===== src/rtl/loader_write_fifo.sv =====
// loader_write_fifo
// Decouples GameLoader byte writes from the SDRAM write slot. Bytes are queued in
// a small circular buffer and issued one per slot strobe in push order. Each issued
// write is held on mem_we/mem_addr/mem_data for one full slot period.

module loader_write_fifo #(
    parameter int unsigned DEPTH = 8,
    parameter int unsigned AW    = 22
) (
    input  logic                     i_clk,
    input  logic                     i_reset_n,
    input  logic                     i_flush,
    input  logic                     i_wr_en,
    input  logic [AW-1:0]            i_wr_addr,
    input  logic [7:0]               i_wr_data,
    input  logic                     i_slot,
    output logic                     o_mem_we,
    output logic [AW-1:0]            o_mem_addr,
    output logic [7:0]               o_mem_data,
    output logic [$clog2(DEPTH):0]   o_count,
    output logic                     o_full,
    output logic                     o_busy,
    output logic                     o_overflow
);

    localparam int unsigned PW = $clog2(DEPTH);
    localparam int unsigned CW = PW + 1;
    localparam logic [CW-1:0] FULL_COUNT = CW'(DEPTH);

    // Storage: no reset needed, pointers/count define validity
    logic [AW-1:0] r_store_addr [DEPTH];
    logic [7:0]    r_store_data [DEPTH];

    logic [PW-1:0] r_wptr;
    logic [PW-1:0] r_rptr;
    logic [CW-1:0] r_count;
    logic          r_mem_we;
    logic [AW-1:0] r_mem_addr;
    logic [7:0]    r_mem_data;
    logic          r_overflow;

    logic          w_empty;
    logic          w_is_full;
    logic          w_pop;
    logic          w_push;
    logic          w_drop;
    logic [CW-1:0] w_count_nxt;
    logic [PW-1:0] w_wptr_nxt;
    logic [PW-1:0] w_rptr_nxt;

    // Push/pop decisions; a pop frees the slot a same-edge push needs when full
    always_comb begin
        w_empty   = (r_count == '0);
        w_is_full = (r_count == FULL_COUNT);
        w_pop     = i_slot && !w_empty;
        w_push    = i_wr_en && (!w_is_full || w_pop);
        w_drop    = i_wr_en && !w_push;
    end

    // Next pointer and occupancy values; pointer width makes wrap modulo DEPTH
    always_comb begin
        w_wptr_nxt  = r_wptr;
        w_rptr_nxt  = r_rptr;
        w_count_nxt = r_count;
        if (w_push) begin
            w_wptr_nxt = r_wptr + 1'b1;
        end
        if (w_pop) begin
            w_rptr_nxt = r_rptr + 1'b1;
        end
        unique case ({w_push, w_pop})
            2'b10:   w_count_nxt = r_count + 1'b1;
            2'b01:   w_count_nxt = r_count - 1'b1;
            default: w_count_nxt = r_count;
        endcase
    end

    // Entry write; suppressed under reset/flush so the array never sees ignored strobes
    always_ff @(posedge i_clk) begin
        if (i_reset_n && !i_flush && w_push) begin
            r_store_addr[r_wptr] <= i_wr_addr;
            r_store_data[r_wptr] <= i_wr_data;
        end
    end

    // Queue bookkeeping with priority reset > flush > push/pop
    always_ff @(posedge i_clk) begin
        if (!i_reset_n) begin
            r_wptr     <= '0;
            r_rptr     <= '0;
            r_count    <= '0;
            r_overflow <= 1'b0;
        end else if (i_flush) begin
            r_wptr     <= '0;
            r_rptr     <= '0;
            r_count    <= '0;
            r_overflow <= 1'b0;
        end else begin
            r_wptr  <= w_wptr_nxt;
            r_rptr  <= w_rptr_nxt;
            r_count <= w_count_nxt;
            if (w_drop) begin
                r_overflow <= 1'b1;
            end
        end
    end

    // SDRAM write port: only moves on slot edges; address/data hold across idle slots
    always_ff @(posedge i_clk) begin
        if (!i_reset_n) begin
            r_mem_we   <= 1'b0;
            r_mem_addr <= '0;
            r_mem_data <= '0;
        end else if (i_flush) begin
            r_mem_we <= 1'b0;
        end else if (i_slot) begin
            r_mem_we <= w_pop;
            if (w_pop) begin
                r_mem_addr <= r_store_addr[r_rptr];
                r_mem_data <= r_store_data[r_rptr];
            end
        end
    end

    // Outputs derive from registered state only
    always_comb begin
        o_mem_we   = r_mem_we;
        o_mem_addr = r_mem_addr;
        o_mem_data = r_mem_data;
        o_count    = r_count;
        o_full     = (r_count == FULL_COUNT);
        o_busy     = (r_count != '0) || r_mem_we;
        o_overflow = r_overflow;
    end

endmodule


===== config.mk =====
export PLATFORM = sky130hd
export DESIGN_NAME = loader_write_fifo
export DESIGN_NICKNAME = d
export VERILOG_FILES = /design/src/rtl/loader_write_fifo.sv
export SDC_FILE = /design/constraint.sdc
export NUM_CORES = 1
export LEC_CHECK = 0
export CELL_PAD_IN_SITES_DETAIL_PLACEMENT = 1
export CELL_PAD_IN_SITES_GLOBAL_PLACEMENT = 1
export CORE_ASPECT_RATIO = 0.9
export CORE_MARGIN = 2
export CORE_UTILIZATION = 51
export DETAILED_ROUTE_END_ITERATION = 12
export PLACE_DENSITY = 0.8
export SYNTH_ARGS = -nofsm -noshare
export SYNTH_HDL_FRONTEND = slang
export SYNTH_SLANG_ARGS = --single-unit

===== constraint.sdc =====
create_clock -name i_clk -period 5.3 [get_ports i_clk]
set_clock_uncertainty 0.05 [all_clocks]
set_input_delay 1.06 -clock i_clk [delete_from_list [all_inputs] [get_ports i_clk]]
set_output_delay 1.06 -clock i_clk [all_outputs]
set_load 0.02 [all_outputs]

* Yosys cells after proc, flatten, opt, wreduce, memory -nomap -nowiden *
Memories as Yosys holds them, arrays and structs flattened. A register that Yosys moved wholly into a read port is not among the register bits.
Cells that the tools add are included.

operators by class
  equality and inequality tests = 3
  $add $sub $neg = 4
  muxes and demuxes = 3
  bitwise gates (word level) = 2
  reduce and logical (&&, ||, !) cells = 18

operators with widths
  cell                   count
  $pmux W4 S2            1
  $add A3 B1 Y3 const B  2
  $logic_not A1 Y1       6
  $logic_and A1 B1 Y1    5
  $add A4 B1 Y4 const B  1
  $eq A4 B4 Y1 const B   1
  $logic_not A4 Y1       1
  $reduce_bool A4 Y1     1
  $sub A4 B1 Y4 const B  1
  $reduce_and A3 Y1      1
  $eq A2 B1 Y1 const B   1
  $eq A2 B2 Y1 const B   1
  $logic_or A1 B1 Y1     2
  $mux W1                2
  $not A1 Y1             2
  $reduce_bool A2 Y1     1
  $reduce_or A2 Y1       1

word-level totals
  memories kept = 2
  flip-flop bits (word level) = 12
  bits in writable memories = 240
  logic and storage cells = 37
  output and inout port bits = 38

memories
  name          words  bits a word  rd ports  clocked after Yosys merged registers in  wr ports  RTL line  RTL
  r_store_addr  8      22           1         1                                        1         31        logic [AW-1:0] r_store_addr [DEPTH];
  r_store_data  8      8            1         1                                        1         32        logic [7:0] r_store_data [DEPTH];

* Longest topological paths before layout *
Gate-level depths: netlist of run 1.

  depth in word-level cells = 8
  depth in mapped cells = 9
  mapped depth without buffers = 8

* Worst setup path after synthesis of run 1 *
No wires, ideal clock.

  kind = input to register
  start point = input i_wr_en
  end point = memory r_store_addr[0][0] (enable)
  path slack = 0.791 ns
  buffers on the path = 1
  stages on the path = 4
  required time = 4.795 ns
  data arrival time = 4.004 ns
  setup time = 0.455 ns
  cell sequence = clkbuf_1 o21ai_2 or3_1 nor3_1

on the way
  cells in the longest elaborated chain, start to end = 4

ends and longest elaborated chain
  element                        RTL line  RTL
  start, declared                13        input logic i_wr_en,
  $logic_and A1 B1 Y1            56        w_push = i_wr_en && (!w_is_full || w_pop);
  $logic_and A1 B1 Y1            80        if (i_reset_n && !i_flush && w_push) begin
  $mux W1                        80
  $mux W1 (implied by the code)  81        r_store_addr[r_wptr] <= i_wr_addr;
  end, declared                  31

Every way passes these cells.

* Worst setup path in the final report of run 1 *
  start point = input i_reset_n
  end point = memory r_store_addr[3][14] (enable)

on the way
  cells in the longest elaborated chain, start to end = 4

ends and longest elaborated chain
  element                            RTL line  RTL
  start, declared                    11        input logic i_reset_n,
  $logic_and A1 B1 Y1 (2 in series)  80
  $mux W1                            80
  $mux W1 (implied by the code)      81

Every way passes these cells.

==> results of run 1 <==
[registers in the layout, indices dropped and copies added (netlist names)]
register and count:
o_mem_data 8, o_mem_addr 22, o_overflow 1, r_rptr 3
r_wptr 3, o_count 4, r_store_data 64, o_mem_we 1
r_store_addr 176
[Yosys cell counts]
cell / instances
clkbuf_1: 19
a21oi_1: 33
or4_4: 1
o21ai_2: 1
o41ai_4: 1
buf_2: 9
nand3_1: 2
dfxtp_1: 42
mux2i_1: 33
or3_1: 1
inv_1: 5
a211o_1: 1
o21ai_1: 5
nor2_2: 1
nor2_1: 15
mux2i_4: 1
nand3b_1: 1
nor4_1: 1
nor2b_1: 1
xor2_1: 4
o21a_1: 3
or4b_4: 1
nand2_1: 5
o221ai_1: 1
nand2b_1: 4
ha_1: 4
mux4_2: 60
a21o_1: 1
nor3_1: 7
xnor2_1: 1
a31oi_1: 1
fa_1: 1
o211ai_1: 1
o21ai_0: 25
edfxtp_1: 240
o2111ai_1: 1
clkbuf_2: 1
or2_2: 2
buf_1: 1
[worst reg2reg max path: cells and delay by family, from the launching register on]
family	cells	cell delay [ns]
flops	1	0.56
compound gates	1	0.11
buf+inv	1	0.36
simple gates	3	1.44
[cell type report]
cell class	instances	area (um2)
clock buffer	30	729
clock inverter	24	300
fill	1749	7890
inverter	5	18.8
multi-input combinational	220	2510
sequential	282	8050
tap	260	325
timing repair buffer	82	808
[worst min path at each step]
| stage | startpoint | endpoint | cells after the start |
|---|---|---|---|
| 2_1_floorplan | r_wptr[2]$_SDFFE_PP0P_ | r_wptr[2]$_SDFFE_PP0P_ | 2 |
| 3_3_place_gp | o_mem_we$_SDFFE_PP0P_ | o_mem_we$_SDFFE_PP0P_ | 2 |
| 3_5_place_dp | o_mem_we$_SDFFE_PP0P_ | o_mem_we$_SDFFE_PP0P_ | 2 |
| 4_1_cts | o_mem_we$_SDFFE_PP0P_ | o_mem_we$_SDFFE_PP0P_ | 2 |
| 5_1_grt | o_mem_we$_SDFFE_PP0P_ | o_mem_we$_SDFFE_PP0P_ | 2 |
| 6_report | o_mem_we$_SDFFE_PP0P_ | o_mem_we$_SDFFE_PP0P_ | 2 |
[report_power, final]
part	switching, mW	leakage, nW	total [mW]	internal [mW]
sequential	0.0250	2.50	2.46	2.43
combinational	0.129	0.993	0.241	0.112
clock	0.858	0.496	2.16	1.30
[metal layers]
metal / up-vias / wire, um
li1: 2357 / -
met1: 2799 / 9490
met2: 153 / 12000
met3: 38 / 1040
met4: 0 / 492
met5: - / 0
[cells by family (layout without fill, tap and decap cells)]
logic type / count (synthesis) / after routing
AND/OR/NAND/NOR: 42 / 42
flip-flops: 282 / 282
adder cells (fa/ha/maj): 5 / 5
XOR/XNOR: 5 / 5
buffers and inverters: 35 / 141
multiplexers: 94 / 94
AO/OA/AOI/OAI: 74 / 74
[stage by stage]
stage	cell area (um2)	power [mW]	instances
4_1_cts	12800	4.90	903
3_3_place_gp	11700	2.73	849
2_1_floorplan	10600	2.62	537
5_1_grt	12800	4.99	903
3_5_place_dp	11700	2.75	849
6_report	12800	4.86	903
==> flow_metrics.env, run 1 <==
export IMPL_post_route_drc_count=0
export IMPL_synth_largest_area_cell="edfxtp_1"
export IMPL_cts_buffers=29
export IMPL_synth_area_leaders="edfxtp_1 (68%), mux4_2 (13%), dfxtp_1 (7.9%)"
export IMPL_run_status="finished clean"
export IMPL_tightest_slew_ns=1.18
export IMPL_cts_max_path_buffers=3
export IMPL_synth_cell_types=39
export IMPL_layout_commonest_cell="edfxtp_1"
export IMPL_synth_top_family_by_area="multiplexers"
export IMPL_cts_tree="yes"
export IMPL_final_nets=660
export IMPL_synth_mux_area_share_pct=16.0
export IMPL_grt_pass1_vias=5823
export IMPL_cellPowerDensity_nw_per_um2=381
export IMPL_setup_slack_ns=1.54
export IMPL_root_buffer="clkbuf_16"
export IMPL_hp_class="flip-flop to flip-flop"
export IMPL_initial_core_util_pct=51.6
export IMPL_hold_viol=0
export IMPL_post_cts_buffers=0
export IMPL_routed_wl_um=23000
export IMPL_synthAdderAreaFrac_pct=0.658
export IMPL_regToRegEndpoint="r_store_addr[3][14]$_DFFE_PP_"
export IMPL_p_leak_nw=3.99
export IMPL_fmax_mhz=266
export IMPL_drtIter0Drc=396
export IMPL_cp_arrival_ns=3.94
export IMPL_cp_top_family="simple AND/OR/NAND/NOR gates"
export IMPL_grt_pass1_wl_um=35300
export IMPL_end_kind="flip-flop"
export IMPL_irDropWorstVdd_mv=0.339
export IMPL_crit_path_top_delay_cell="clkdlybuf4s50_1"
export IMPL_cts_hold_buf=0
export IMPL_area_delta_synth_final_pct=19.8
export IMPL_grtUsageTotal_pct=21.5
export IMPL_cp_num_cells=5
export IMPL_ant_nets=0
export IMPL_path_buf_inv=2
export IMPL_netlist_area_um2=10600
export IMPL_fin_util_pct=61.8
export IMPL_gp_congestion=0.758
export IMPL_drive_above_1_share_pct=21.9
export IMPL_setup_viol_count_final=0
export IMPL_path_class="input port to flip-flop"
export IMPL_clock_sinks=282
export IMPL_fp_dieH_um=141
export IMPL_synth_top_area_share_pct=67.7
export IMPL_cp_required_ns=5.47
export IMPL_synth_yosys_seq_area_share_pct=75.6
export IMPL_first_pass_iters=5
export IMPL_reg2reg_depth=5
export IMPL_clkTransAtPathRegs_ns=0.06
export IMPL_coreArea_um2=20600
export IMPL_syn_inst=537
export IMPL_slew_limit_headroom_pct=21.0
export IMPL_final_cell_mix="edfxtp_1 (240), clkdlybuf4s50_1 (72), mux4_2 (60), dfxtp_1 (39)"
export IMPL_crit_end="r_store_addr[3][14]$_DFFE_PP_"
export IMPL_dieArea_um2=22000
export IMPL_grtUsageMet1_pct=29.4
export IMPL_tns_ns=0
export IMPL_cts_resized=0
export IMPL_setup_worst_path_start="i_reset_n"
export IMPL_post_dp_hpwl_um=13700
export IMPL_max_cap_violations=0
export IMPL_synth_compound_area_share_pct=3.96
export IMPL_die_width_um=156
export IMPL_grt_antenna_before_repair=0
export IMPL_synth_nets=577
export IMPL_drv_slew=0
export IMPL_grt_start_max_net_pins=42
export IMPL_insertion_delay_ns=0.55
export IMPL_synth_avg_cell_area_um2=19.8
export IMPL_slowest_delay_ns=0.89
export IMPL_gr_max_usage_layer="met2"
export IMPL_crit_path_cell_trace="clkdlybuf4s50_1 > nand2b_1 > or3_1 > nor2_4 > buf_4"
export IMPL_holdWs_ns=0.428
export IMPL_rr_startpoint="o_count[0]$_SDFFE_PP0P_"
export IMPL_rsz0062_at_grt="no"
export IMPL_synth_simple_area_share_pct=2.02
export IMPL_met2_usage_pct=36.9
export IMPL_ioPinCount=73
export IMPL_ys_ff_latch=282
export IMPL_antenna_cells=0
export IMPL_path_max_fanout=19
export IMPL_num_vias=5347
export IMPL_portBuffers=72
export IMPL_layout_min_cycle_time_ns=3.76
export IMPL_cts_htree_levels=1
export IMPL_ys_warn_count=0
export IMPL_met3_usage_pct=3.04
export IMPL_overflow=0
export IMPL_via_per_inst=5.92
export IMPL_pre_cts_ws_ns=0.959
export IMPL_start_kind="input port"
export IMPL_synthXorXnorAreaFrac_pct=0.411
export IMPL_timing_final_crit_share_pct=71.0
export IMPL_rrSetupSlack_ns=2.47
export IMPL_wl_per_cell_um=25.5
export IMPL_rows=50
(Power assumes the default switching activity.)
==> inputs of run 2 (changes only) <==
--- a/config.mk
+++ b/config.mk
@@ -9,9 +9,9 @@
 export CELL_PAD_IN_SITES_GLOBAL_PLACEMENT = 1
 export CORE_ASPECT_RATIO = 0.9
 export CORE_MARGIN = 2
-export CORE_UTILIZATION = 51
+export CORE_UTILIZATION = 46
 export DETAILED_ROUTE_END_ITERATION = 12
-export PLACE_DENSITY = 0.8
+export PLACE_DENSITY = 0.76
 export SYNTH_ARGS = -nofsm -noshare
 export SYNTH_HDL_FRONTEND = slang
 export SYNTH_SLANG_ARGS = --single-unit
==> constraint.sdc (replaced) <==
create_clock -name i_clk -period 3.1 [get_ports i_clk]
set_clock_uncertainty 0.05 [all_clocks]
set_input_delay 0.62 -clock i_clk [delete_from_list [all_inputs] [get_ports i_clk]]
set_output_delay 0.62 -clock i_clk [all_outputs]
set_load 0.02 [all_outputs]
==> flow_metrics.env, run 2 (same netlist as run 1, synthesis figures left out) <==
export IMPL_largest_reg_flops=176
export IMPL_root_buffer="clkbuf_16"
export IMPL_layout_commonest_cell="edfxtp_1"
export IMPL_insertion_delay_ns=0.53
export IMPL_irDropWorstVdd_mv=0.368
export IMPL_routed_wl_um=22800
export IMPL_max_cap_violations=0
export IMPL_hp_class="flip-flop to flip-flop"
export IMPL_path_max_fanout=9
export IMPL_ioPinCount=73
export IMPL_power_mw=7.92
export IMPL_rr_startpoint="o_count[0]$_SDFFE_PP0P_"
export IMPL_post_route_drc_count=0
export IMPL_holdWs_ns=0.418
export IMPL_grt_pass1_wl_um=36000
export IMPL_setup_slack_ns=0.178
export IMPL_path_buf_inv=2
export IMPL_clkTransAtPathRegs_ns=0.07
export IMPL_coreArea_um2=22600
export IMPL_grtUsageTotal_pct=19.8
export IMPL_rows=52
export IMPL_largest_register="r_store_addr"
export IMPL_pre_cts_ws_ns=0.161
export IMPL_initial_core_util_pct=47.2
export IMPL_timing_final_crit_share_pct=94.3
export IMPL_start_kind="flip-flop"
export IMPL_clock_sinks=282
export IMPL_cts_tree="yes"
export IMPL_cts_hold_buf=0
export IMPL_end_kind="primary output"
export IMPL_fmax_mhz=342
export IMPL_slowest_delay_ns=0.63
export IMPL_setup_viol_count_final=0
export IMPL_dieArea_um2=24400
export IMPL_cp_required_ns=2.43
export IMPL_crit_path_cell_trace="or4b_4 > inv_1 > clkdlybuf4s50_1"
export IMPL_nFillCells=1981
export IMPL_cts_htree_levels=1
export IMPL_p_leak_nw=4.06
export IMPL_final_cell_area_um2=12900
export IMPL_hold_viol=0
export IMPL_cts_max_path_buffers=3
export IMPL_antenna_cells=0
export IMPL_grt_antenna_before_repair=0
export IMPL_via_per_inst=5.61
export IMPL_cellPowerDensity_nw_per_um2=615
export IMPL_fp_dieH_um=148
export IMPL_portBuffers=72
export IMPL_setup_worst_path_start="o_count[0]$_SDFFE_PP0P_"
export IMPL_gp_congestion=0.709
export IMPL_hp_start="o_overflow$_SDFFE_PP0P_"
export IMPL_tightest_slew_ns=0.717
export IMPL_path_class="flip-flop to primary output"
export IMPL_area_delta_synth_final_pct=21.0
export IMPL_cts_buffers=28
export IMPL_cp_top_family="buffers and inverters"
export IMPL_die_width_um=164
export IMPL_overflow=0
export IMPL_num_vias=5379
export IMPL_layout_min_cycle_time_ns=2.92
export IMPL_drtIter0Drc=335
export IMPL_ant_nets=0
export IMPL_drive_above_1_share_pct=22.5
export IMPL_run_status="finished clean"
export IMPL_grt_start_max_net_pins=38
export IMPL_place_area_um2=12000
export IMPL_crit_path_top_delay_cell="or4b_4"
export IMPL_grt_pass1_vias=5924
export IMPL_drv_slew=0
export IMPL_post_dp_hpwl_um=14300
export IMPL_final_cell_mix="edfxtp_1 (240), clkdlybuf4s50_1 (71), mux4_2 (60), dfxtp_1 (39)"
export IMPL_final_nets=680
export IMPL_slew_limit_headroom_pct=52.2
export IMPL_rsz0062_at_grt="no"
export IMPL_first_pass_iters=4
export IMPL_cp_arrival_ns=2.25
export IMPL_wl_per_cell_um=23.8
## run 2: path summary, 6_finish.rpt
| kind | to | slack [ns] | depth (start not counted) |
|---|---|---|---|
| setup reg to reg | r_store_data[0][2]$_DFFE_PP_ | 0.73 | 5 |
| setup / recovery | o_full | 0.18 | 3 |
| hold reg to reg | o_overflow$_SDFFE_PP0P_ | 0.42 | 1 |
| hold / removal | o_overflow$_SDFFE_PP0P_ | 0.42 | 1 |
## run 2: routing by layer
metal  wire [um]  share of wire, %  vias up  GRT usage (%)
met5           0                 0        -              0
met4         474               2.1        0           4.82
met3         807               3.5       32           2.98
met2       11800                52      148           34.2
met1        9760                43     2813           26.6
li1            -                 -     2386              -
## run 2: area by class of cell
class                           count  area, um2  area share (%)
Clock buffer                       36        752            5.84
Clock inverter                     16        153            1.18
Inverter                            5       18.8           0.146
Multi-Input combinational cell    220       2530            19.6
Sequential cell                   282       8050            62.5
Tap cell                          297        372            2.88
Timing Repair Buffer              103       1010            7.81
## run 2: metrics by stage
stage	cells	setup TNS (ns)	utilization, %
global route	959	0	57.1
global placement	907	0	53.0
finish	959	0	57.1
detailed placement	907	0	53.0
CTS	959	0	57.0
floorplan	537	-15.24	-
## run 2: worst reg2reg max path: cells and delay by family, from the launching register on
family | cells | cell delay [ns]
simple gates | 3 | 1.04
compound gates | 1 | 0.08
flops | 1 | 0.55
buf+inv | 1 | 0.31
## run 2: repair_timing
action | CTS | global route
setup buffers | 0 | 0
endpoints found under the setup margin | 0 | 1
gates resized for setup | 0 | 1
## run 2: power by group
group          internal [mW]  total, mW  switching [mW]
Sequential              4.16       4.20          0.0386
Combinational          0.200      0.424           0.224
Clock                   1.96       3.30            1.35
Total                   6.31       7.92            1.61
